**src/rtl/ripple_carry_adder_if.sv**
```systemverilog
// Operand/result bundle for the ripple-carry adder/subtractor.
// The master drives operands and the add/sub select; the slave returns the registered result and flags.
interface ripple_carry_adder_if #(
    parameter int WIDTH = 32
);
    logic [WIDTH-1:0] a;
    logic [WIDTH-1:0] b;
    logic             subEn;
    logic [WIDTH-1:0] result;
    logic             cout;
    logic             ovf;

    modport master (
        output a,
        output b,
        output subEn,
        input  result,
        input  cout,
        input  ovf
    );

    modport slave (
        input  a,
        input  b,
        input  subEn,
        output result,
        output cout,
        output ovf
    );
endinterface

```
**src/rtl/ripple_carry_adder.sv**
```systemverilog
// Registered ripple-carry adder/subtractor built from a chain of 1-bit full-adder cells.
// Subtraction is a + ~b + 1: B is inverted per bit and subEn feeds the carry-in of cell 0.
module rca_full_adder (
    input  logic a,
    input  logic b,
    input  logic cin,
    output logic s,
    output logic cout
);
    assign s    = a ^ b ^ cin;
    assign cout = (a & b) | (a & cin) | (b & cin);
endmodule

module ripple_carry_adder #(
    parameter int WIDTH = 32
) (
    input  logic                  clk,
    input  logic                  rst,
    ripple_carry_adder_if.slave   bus
);
    logic [WIDTH:0]   carry;
    logic [WIDTH-1:0] b_eff;
    logic [WIDTH-1:0] sum;

    logic [WIDTH-1:0] result_reg;
    logic [WIDTH-1:0] result_next;
    logic             cout_reg;
    logic             cout_next;
    logic             ovf_reg;
    logic             ovf_next;

    assign carry[0] = bus.subEn;

    generate
        for (genvar gi = 0; gi < WIDTH; gi++) begin : g_cell
            assign b_eff[gi] = bus.b[gi] ^ bus.subEn;

            rca_full_adder u_fa (
                .a    (bus.a[gi]),
                .b    (b_eff[gi]),
                .cin  (carry[gi]),
                .s    (sum[gi]),
                .cout (carry[gi+1])
            );
        end
    endgenerate

    // Signed overflow: carry into the sign bit differs from carry out of it.
    always_comb begin
        result_next = sum;
        cout_next   = carry[WIDTH];
        ovf_next    = carry[WIDTH] ^ carry[WIDTH-1];
    end

    always_ff @(posedge clk) begin
        if (rst) begin
            result_reg <= '0;
            cout_reg   <= 1'b0;
            ovf_reg    <= 1'b0;
        end else begin
            result_reg <= result_next;
            cout_reg   <= cout_next;
            ovf_reg    <= ovf_next;
        end
    end

    assign bus.result = result_reg;
    assign bus.cout   = cout_reg;
    assign bus.ovf    = ovf_reg;
endmodule

```
**src/flat_wrapper.sv**
```systemverilog
// flat-port wrapper written by rule: the top's interface ports become plain ports
module ripple_carry_adder_flat 
#(
    parameter int WIDTH = 32
)
  (clk, rst, bus_a, bus_b, bus_subEn, bus_result, bus_cout, bus_ovf);
  ripple_carry_adder_if #(.WIDTH(WIDTH)) bus_i ();
  input  logic clk;
  input  logic rst;
  input wire logic [$bits(bus_i.a)-1:0] bus_a;
  input wire logic [$bits(bus_i.b)-1:0] bus_b;
  input wire logic [$bits(bus_i.subEn)-1:0] bus_subEn;
  output wire logic [$bits(bus_i.result)-1:0] bus_result;
  output wire logic [$bits(bus_i.cout)-1:0] bus_cout;
  output wire logic [$bits(bus_i.ovf)-1:0] bus_ovf;
  assign bus_i.a = bus_a;
  assign bus_i.b = bus_b;
  assign bus_i.subEn = bus_subEn;
  assign bus_result = bus_i.result;
  assign bus_cout = bus_i.cout;
  assign bus_ovf = bus_i.ovf;
  ripple_carry_adder #(.WIDTH(WIDTH)) u_core (.clk(clk), .rst(rst), .bus(bus_i));
endmodule
```
**config.mk**
```make
export PLATFORM = sky130hd
export DESIGN_NAME = ripple_carry_adder_flat
export DESIGN_NICKNAME = d
export VERILOG_FILES = /design/src/rtl/ripple_carry_adder_if.sv /design/src/rtl/ripple_carry_adder.sv /design/src/flat_wrapper.sv
export SDC_FILE = /design/constraint.sdc
export NUM_CORES = 1
export LEC_CHECK = 0
export CORE_MARGIN = 5
export CORE_UTILIZATION = 40
export CTS_CLUSTER_DIAMETER = 100
export DETAILED_ROUTE_END_ITERATION = 7
export DONT_BUFFER_PORTS = 1
export PLACE_DENSITY_LB_ADDON = 0.08
export SYNTH_ARGS = -nofsm -noshare
export SYNTH_HDL_FRONTEND = slang
export SYNTH_SLANG_ARGS = --single-unit
```
**constraint.sdc**
```tcl
create_clock -name clk -period 17.6 [get_ports clk]
set_input_delay 0.88 -clock clk [delete_from_list [all_inputs] [get_ports clk]]
set_output_delay 0.88 -clock clk [all_outputs]
set_load 0.05 [all_outputs]
```
Yosys cells after proc, flatten, opt, wreduce, memory -nomap -nowiden --
Cells that the tools add are included.
Operators by class: bitwise logic cells 257
Operator list (number):
- $xor 1x1->1 | 97
- $and 1x1->1 | 96
- $or 1x1->1 | 64
Word-level totals: flip-flop bits (word level) 34

Longest topological paths before layout --
Gate-level depths: netlist of the first run.
word-level depth 98, depth in mapped cells 37

Cells and area by module --
From an unflattened synthesis of the first run, not the netlist that was laid out.
Unflattened totals: cell total of the unflattened synthesis 140, area, all modules 1906.8 µm²
Modules (own cells, without submodules):
- ripple_carry_adder | area each 1266.2 µm², cells each 108, sequential area each 680.7 µm², instances 1
- rca_full_adder | area each 20.0 µm², cells each 1, sequential area each 0.0 µm², instances 32

Worst setup path after synthesis of the first run --
OpenSTA, ideal clock, no wires.
kind input-to-reg, start point in bus_subEn, end point reg u_core.result_reg[31], in the netlist u_core.bus.result[31], buffers on the path 1, stages on the path 36, arrival time 12.807 ns, data required time 17.485 ns, setup time 0.115 ns, slack 4.678 ns, cells stage by stage buf_6 -> xor2_1 -> fa_1 -> fa_1 -> inv_1 -> fa_1 -> fa_1 -> fa_1 -> fa_1 -> fa_1 -> fa_1 -> fa_1 -> fa_1 -> fa_1 -> fa_1 -> fa_1 -> fa_1 -> fa_1 -> fa_1 -> fa_1 -> fa_1 -> fa_1 -> fa_1 -> fa_1 -> fa_1 -> fa_1 -> fa_1 -> fa_1 -> fa_1 -> fa_1 -> fa_1 -> fa_1 -> fa_1 -> inv_1 -> fa_1 -> nor2b_1
On the way: word-level cells in the longest chain between the ends 95, elaborated cells between the ends (all ways) 189
RTL lines:
- start: declaration | line flat_wrapper.sv:12 | input wire logic [$bits(bus_i.subEn)-1:0] bus_subEn;
- $xor 1x1->1 | line ripple_carry_adder.sv:36 | assign b_eff[gi] = bus.b[gi] ^ bus.subEn;
- $and 1x1->1 | line ripple_carry_adder.sv:11 | assign cout = (a & b) | (a & cin) | (b & cin);
- $or 1x1->1 (2 in series) | line ripple_carry_adder.sv:11
- $and 1x1->1 | line ripple_carry_adder.sv:11
- $or 1x1->1 (2 in series) | line ripple_carry_adder.sv:11
- $and 1x1->1 | line ripple_carry_adder.sv:11
- $or 1x1->1 (2 in series) | line ripple_carry_adder.sv:11
- $and 1x1->1 | line ripple_carry_adder.sv:11
- (+74 left out)
- $and 1x1->1 | line ripple_carry_adder.sv:11
- $or 1x1->1 (2 in series) | line ripple_carry_adder.sv:11
- $and 1x1->1 | line ripple_carry_adder.sv:11
- $or 1x1->1 (2 in series) | line ripple_carry_adder.sv:11
- $and 1x1->1 | line ripple_carry_adder.sv:11
- $or 1x1->1 (2 in series) | line ripple_carry_adder.sv:11
- $xor 1x1->1 (*) | line ripple_carry_adder.sv:10 | assign s = a ^ b ^ cin;
- via u_core.g_cell[31].u_fa.s | line ripple_carry_adder.sv:7 | output logic s,
- end signal: assignment | line ripple_carry_adder.sv:61 | result_reg <= result_next;
- end: declaration | line ripple_carry_adder.sv:25 | logic [WIDTH-1:0] result_reg;
The timed path passes the listed nets; every way through them passes the cells marked *. A chain may end at the register's enable or synchronous reset.

Worst setup path after layout of the first run --
Ends and elaborated chain as after synthesis.

==> results of run 1 <==
layout make-up:
class | count | area share [%]
Clock buffer | 7 | 3.79
Inverter | 30 | 5.60
Multi-Input combinational cell | 99 | 52.6
Sequential cell | 34 | 33.8
Tap cell | 67 | 4.17
cell families (layout without fill, tap and decap cells):
family | Yosys count | in the layout | synth area share [%]
flip-flops | 34 | 34 | 35.2
multiplexers | 1 | 1 | 0.582
buffers and inverters | 38 | 37 | 10.0
adder cells (fa/ha/maj) | 31 | 31 | 32.1
XOR/XNOR | 33 | 33 | 15.0
AND/OR/NAND/NOR | 34 | 34 | 7.12
power by group through the flow:
stage / combinational, uW / sequential [uW] / clock [uW]
after global placement: 39.3 / 148 / 0
after floorplan: 38.5 / 145 / 0
final: 40.0 / 146 / 53.0
after CTS: 41.2 / 146 / 56.4
after detailed placement: 41.0 / 148 / 0
after global routing: 48.8 / 147 / 59.7
worst paths after layout:
| path | to | slack, ns |
|---|---|---|
| setup / recovery | u_core.bus.result[31] | 4.67 |
| hold / removal | u_core.bus.result[5] | 0.67 |
layer usage:
layer  up-vias  part of all wire (%)  routed length, um  global-route usage [%]
met5         -                     0                  0                       0
met4         0                   1.9                 64                    5.15
met1       488                    38               1300                    13.0
li1        474                     -                  -                       -
met2        59                    49               1660                    19.4
met3         6                    11                358                    5.76
placed cells by master (no fill, tap or decap):
master / netlist / routed
clkbuf_1: 0 / 2
clkbuf_8: 0 / 5
dfxtp_1: 34 / 34
fa_1: 31 / 31
inv_1: 30 / 30
mux2_2: 1 / 1
nor2_1: 30 / 30
nor2b_1: 4 / 4
xnor2_1: 29 / 29
xor2_1: 4 / 4
per-stage QoR:
stage               total power (uW)  setup WS [ns]  hold slack (ns)  instances  utilization [%]
finish                           239           4.67            0.668        237             42.6
global route                     256           4.27            0.641        237             42.6
CTS                              244           4.63            0.650        237             42.6
detailed placement               189           4.33            0.954        230             41.0
global placement                 188           4.42            0.951        230             41.0
floorplan                        184           4.68             1.02        171                -
==> impl_metrics.tcl, run 1 <==
set metrics [dict create \
    post-route-period-util_pct 73.4 \
    ys_types 13 \
    first_pass_iters 2 \
    synth_most_common_cell "dfxtp_1" \
    grt_max_degree 35 \
    die_x_um 79.5 \
    synthFlopType "dfxtp_1" \
    p_clk_share_pct 22.2 \
    rsz0062_at_grt "no" \
    fill_cells 461 \
    power.density_nw_per_um2 119 \
    postPlaceCellArea_sq_um 1940 \
    drc 0 \
    clockBufferDepth 2 \
    ant_nets 0 \
    cts_resized 0 \
    cp.required_ns 17.77 \
    cts_made_buffers 5 \
    core_sq_um 4720 \
    synthCells 171 \
    criticalPathCategory "input pin to flip-flop" \
    synth_area_sq_um 1930 \
    cts-root-buf "clkbuf_8" \
    synth.net_count 269 \
    synth_edf_count 0 \
    timing.critical_path.mode_cell "fa_1" \
    synthArstFlopShare_pct 0 \
    die-area_sq_um 6320 \
    worst_path_dominant_cell_family "adder cells" \
    cts_tree "built" \
    place_hpwl_um 2760 \
    synthTopCellsByArea "dfxtp_1, fa_1, xnor2_1" \
    syn_area_per_cell_sq_um 11.3 \
    final-hold-violation-count 0 \
    hold_class "input pin to flip-flop" \
    swShare_pct 41.6 \
    slew_viol_final 0 \
    synth_seq_area_share_pct 35.2 \
    port_buffers 0 \
    setup-violations-final 0 \
    antenna_found_initial 0 \
    fin_crit_ns 12.93 \
    intPower_uw 139 \
    globalRoute.totalOverflow 0 \
    final_area_sq_um 2010 \
    first_global_vias 1179 \
    wl_per_cell_um 14.3 \
    yosysTopAreaCellShare_pct 35.2 \
    start_util_pct 40.9 \
    p_sw_uw 99.4 \
    synth_seq_cells 34 \
    grt_pass1_wl_um 5580 \
    cp_num_cells 35 \
    largest_reg_flops 32 \
    clk_pin_slew_ns 0.06 \
    cp-end-kind "flip-flop" \
    die_y_um 79.5 \
    wl_um 3390 \
    max_freq_mhz 77.4 \
    combinationalPowerShare_pct 16.7 \
    grt_usage_pct 11.9 \
    startpoint "bus_subEn" \
    postCtsSetupRepairBufs 0 \
    synth_common_cells "dfxtp_1, fa_1, inv_1, nor2_1, xnor2_1" \
    vias 1027 \
    crit_buf_inv 2 \
    start_kind "input pin" \
    min_from "rst" \
    power_frac_seq_pct 61.1 \
    fin_nets 268 \
    setup_tns_ns 0 \
    globalplace.congestion 0.681 \
    ios 101 \
    via_per_inst 4.33 \
    n_antenna_cell 0 \
    status "finished clean" \
    drt_iter0_markers 16 \
    critical-path-max-stage-delay_ns 0.41 \
    synthToLayoutAreaGrowth_pct 4.08 \
    htreeDepth 2 \
    num_rows 25 \
    max_cap_viol_count 0 \
    slew_headroom_pct 66.0 \
    ir_drop_mv 0.0370 \
    cts_hold_buf 0 \
    worstHoldPathCells 1 \
    leakage_uw 0.000857 \
    multi_input_area_sq_um 1060 \
    synth_largest_area_cell "dfxtp_1" \
    cp_max_fo 32 \
    register_area_sq_um 681 \
    worst-slew-pin-transition_ns 0.509 \
    drive_gt1_share_pct 3.53 \
    critical_path_arrival_ns 13.10 \
    synth-warning-count 0 \
    cp_slowest_cell "fa_1" \
    clock-sinks 34 \
]
Note: power is estimated with default switching activity, not from simulation.
==> inputs of run 2 (changes only) <==
clock period = 12.6 ns   (was 17.6 ns; I/O delays follow)
==> impl_metrics.tcl, run 2 (same netlist as run 1, synthesis figures left out) <==
set metrics [dict create \
    setup-violations-final 0 \
    fin_hold_ws_ns 0.413 \
    intPower_uw 203 \
    start_kind "input pin" \
    fin_crit_ns 12.24 \
    leakage_uw 0.000865 \
    globalRoute.totalOverflow 0 \
    crit_buf_inv 2 \
    start_util_pct 40.9 \
    critical_path_arrival_ns 12.41 \
    cts_made_buffers 5 \
    place_hpwl_um 2940 \
    max_freq_mhz 81.7 \
    criticalPathCategory "input pin to flip-flop" \
    ios 101 \
    post-route-period-util_pct 97.1 \
    layout_commonest_cell "dfxtp_1" \
    cp-end-kind "flip-flop" \
    power_uw 346 \
    num_rows 25 \
    slew_viol_final 0 \
    n_antenna_cell 0 \
    power.density_nw_per_um2 167 \
    grt_usage_pct 12.2 \
    final_area_sq_um 2080 \
    critical-path-max-stage-delay_ns 0.40 \
    status "finished clean" \
    first_pass_iters 3 \
    grt_max_degree 35 \
    cts_tree "built" \
    p_clk_share_pct 23.6 \
    postPlaceCellArea_sq_um 1960 \
    combinationalPowerShare_pct 17.5 \
    setup_tns_ns 0 \
    largest_reg_flops 32 \
    most-common-layout-cells "dfxtp_1, inv_1, nor2_1" \
    die_y_um 79.5 \
    max_cap_viol_count 0 \
    slew_headroom_pct 66.0 \
    fill_cells 457 \
    vias 1042 \
    ir_drop_mv 0.0627 \
    via_per_inst 4.36 \
    drc 0 \
    ant_nets 0 \
    cp.required_ns 12.78 \
    wl_um 3580 \
    drt_iter0_markers 19 \
    wl_per_cell_um 15.0 \
    worst-slew-pin-transition_ns 0.509 \
    cp_max_fo 2 \
    worst_path_dominant_cell_family "adder cells" \
    clk_pin_slew_ns 0.07 \
    clock-sinks 34 \
    globalplace.congestion 0.688 \
    cp_slowest_cell "fa_1" \
    swShare_pct 41.3 \
    synthToLayoutAreaGrowth_pct 7.44 \
    postLayoutCoreUtil_pct 44.0 \
    die_x_um 79.5 \
    timing.critical_path.mode_cell "fa_1" \
    drive_gt1_share_pct 12.8 \
    final-hold-violation-count 0 \
    rsz0062_at_grt "no" \
    p_sw_uw 143 \
    hold_class "input pin to flip-flop" \
    cts-root-buf "clkbuf_8" \
    clockBufferDepth 2 \
    htreeDepth 2 \
    port_buffers 0 \
    first_global_vias 1202 \
    power_frac_seq_pct 58.9 \
    grt_pass1_wl_um 5710 \
    core_sq_um 4720 \
    antenna_found_initial 0 \
    fin_nets 269 \
    die-area_sq_um 6320 \
]
run 2: what timing repair did:
item / in CTS / in global routing
pin swaps: 0 / 0
gates resized for setup: 3 / 7
setup buffers: 0 / 0
setup endpoints to repair: 1 / 3
hold buffers: 0 / 0
run 2: power by group through the flow:
stage	Combinational [uW]	Clock, uW	Sequential [uW]
floorplan	54.2	0	203
global placement	57.1	0	208
detailed placement	60.4	0	208
CTS	61.4	85.3	205
global route	73.5	90.3	206
finish	60.5	81.7	204
run 2: per-stage QoR:
stage	instances	setup slack (ns)
final	239	0.363
after global routing	239	0.0230
after CTS	239	0.0156
after detailed placement	231	-0.414
after global placement	231	-0.254
after floorplan	171	0.0100
run 2: final timing paths:
kind	start	to	slack [ns]	cells after the start
min	rst	u_core.bus.result[3]	0.41	1
max	bus_b[0]	u_core.bus.result[31]	0.36	35
run 2: metal layers:
metal / vias up / wire, um / global-route usage (%)
li1: 473 / - / -
met1: 504 / 1250 / 12.5
met2: 60 / 1880 / 20.9
met3: 5 / 378 / 5.87
met4: 0 / 68 / 5.67
met5: - / 0 / 0
run 2: layout make-up:
cell class                      instances  area [sq um]  share of cell area (%)
Sequential cell                        34           681                    32.8
Tap cell                               67          83.8                    4.04
Timing Repair Buffer                    1          7.51                   0.361
Clock inverter                          1          5.00                   0.241
Inverter                               30           113                    5.42
Multi-Input combinational cell         99          1100                    53.0
Clock buffer                            7          86.3                    4.16
==> inputs of run 3 (changes only) <==
CORE_UTILIZATION = 39   (was 40)
clock period = 10.4 ns   (was 12.6 ns; I/O delays follow)
==> impl_metrics.tcl, run 3 (same netlist as run 1, synthesis figures left out) <==
set metrics [dict create \
    worst-slew-pin-transition_ns 0.507 \
    max_freq_mhz 88.5 \
    first_global_vias 1202 \
    postPlaceCellArea_sq_um 2030 \
    power.density_nw_per_um2 202 \
    dp_cells 231 \
    cp.required_ns 10.59 \
    largest_reg_flops 32 \
    finalWorstSetupSlack_ns -0.898 \
    cp-end-kind "flip-flop" \
    final-hold-violation-count 0 \
    start_kind "input pin" \
    leakage_uw 0.000867 \
    slew_headroom_pct 66.2 \
    start_util_pct 40.7 \
    core_sq_um 4750 \
    fin_nets 269 \
    status "finished, violations left" \
    clk_pin_slew_ns 0.07 \
    startpoint "bus_b[1]" \
    ir_drop_mv 0.0720 \
    via_per_inst 4.26 \
    die_y_um 80.4 \
    critical-path-max-stage-delay_ns 0.42 \
    setup-violations-final 5 \
    use_met3_pct 7.29 \
    crit_end "u_core.bus.result[31]" \
    first_pass_iters 2 \
    ios 101 \
    synthToLayoutAreaGrowth_pct 12.2 \
    grtUsageMet2_pct 19.0 \
    slew_viol_final 0 \
    cts_tree "built" \
    violations "negative setup slack" \
    n_antenna_cell 0 \
    wl_per_cell_um 15.1 \
    cp_slowest_cell "fa_2" \
    globalRoute.totalOverflow 0 \
    die_x_um 80.4 \
    drive_gt1_share_pct 26.7 \
    grt_usage_pct 12.5 \
    num_rows 25 \
    cp_max_fo 2 \
    htreeDepth 2 \
    critical_path_arrival_ns 11.48 \
    dp_slack_ns -1.26 \
    cts_hold_buf 0 \
    max_cap_viol_count 0 \
    antenna_found_initial 0 \
    most-common-layout-cells "dfxtp_1, fa_2, nor2_1" \
    port_buffers 0 \
    globalplace.congestion 0.668 \
    layout_commonest_cell "dfxtp_1" \
    grt_pass1_wl_um 5900 \
    vias 1018 \
    cts_made_buffers 5 \
    fin_crit_ns 11.30 \
    busiest_layer "met2" \
    clockBufferDepth 2 \
    post-route-period-util_pct 109 \
    drt_iter0_markers 17 \
    final_area_sq_um 2170 \
    globalRouteMet1Util_pct 13.7 \
    ant_nets 0 \
    die-area_sq_um 6460 \
    clock-sinks 34 \
    drc 0 \
    wl_um 3610 \
    instances_no_fill 239 \
    place_hpwl_um 2930 \
    hold_class "input pin to flip-flop" \
    cts-root-buf "clkbuf_8" \
    grt_max_degree 35 \
    timing.critical_path.mode_cell "fa_2" \
    criticalPathCategory "input pin to flip-flop" \
    rsz0062_at_grt "yes" \
]
run 3: changes by cell type in the layout (fill, tap and decap cells not counted), sizes merged:
cell / previous run / this run
clkbuf: 7 / 8
clkinv: 1 / 0
run 3: cell type report:
type	instances	area, sq um
Sequential cell	34	681
Fill cell	456	2590
Inverter	30	113
Multi-Input combinational cell	99	1170
Clock buffer	8	110
Tap cell	67	83.8
Timing Repair Buffer	1	7.51
run 3: worst min path at each step:
stage	start	endpoint	slack, ns	depth (start not counted)
after global placement	rst	u_core.bus.result[4]	0.59	1
after global routing	rst	u_core.bus.result[31]	0.27	1
after detailed placement	rst	u_core.bus.result[30]	0.59	1
after floorplan	bus_b[0]	u_core.bus.result[0]	0.66	2
after CTS	rst	u_core.bus.ovf	0.28	1
final	rst	u_core.bus.result[31]	0.29	1
run 3: routing by layer:
layer,vias to the layer above,wire length (um)
li1,475,-
met2,68,1780
met5,-,0
met1,470,1260
met4,0,51
met3,5,523
run 3: worst max-delay path, delay by kind of cell:
| kind | cells | cell delay (ns) |
|---|---|---|
| XOR/XNOR | 1 | 0.15 |
| adder cells (fa/ha/maj) | 31 | 10.60 |
| buffers and inverters | 2 | 0.10 |
| AND/OR/NAND/NOR | 1 | 0.13 |
run 3: what timing repair did:
item / in CTS / in global routing
gates resized for setup: 4 / 1
pin swaps: 4 / 2
endpoints found under the setup margin: 5 / 5
endpoints found under the hold margin: 0 / 0
setup buffers: 0 / 0
run 3: per-stage QoR:
step / TNS (ns) / hold slack (ns) / total power [uW] / utilization [%]
2_1_floorplan: -3.49 / 0.657 / 317 / -
3_3_place_gp: -4.54 / 0.591 / 325 / 42.8
3_5_place_dp: -4.80 / 0.591 / 330 / 42.8
4_1_cts: -3.12 / 0.284 / 447 / 45.4
5_1_grt: -4.10 / 0.270 / 470 / 45.6
6_report: -2.88 / 0.294 / 438 / 45.6
run 3: report_power, final:
| group | leakage (uW) | switching [uW] | internal (uW) | total (uW) |
|---|---|---|---|---|
| Sequential | 0.000283 | 92.3 | 154 | 247 |
| Combinational | 0.000526 | 36.5 | 42.5 | 78.9 |
| Clock | 0.0000575 | 45.9 | 66.8 | 113 |
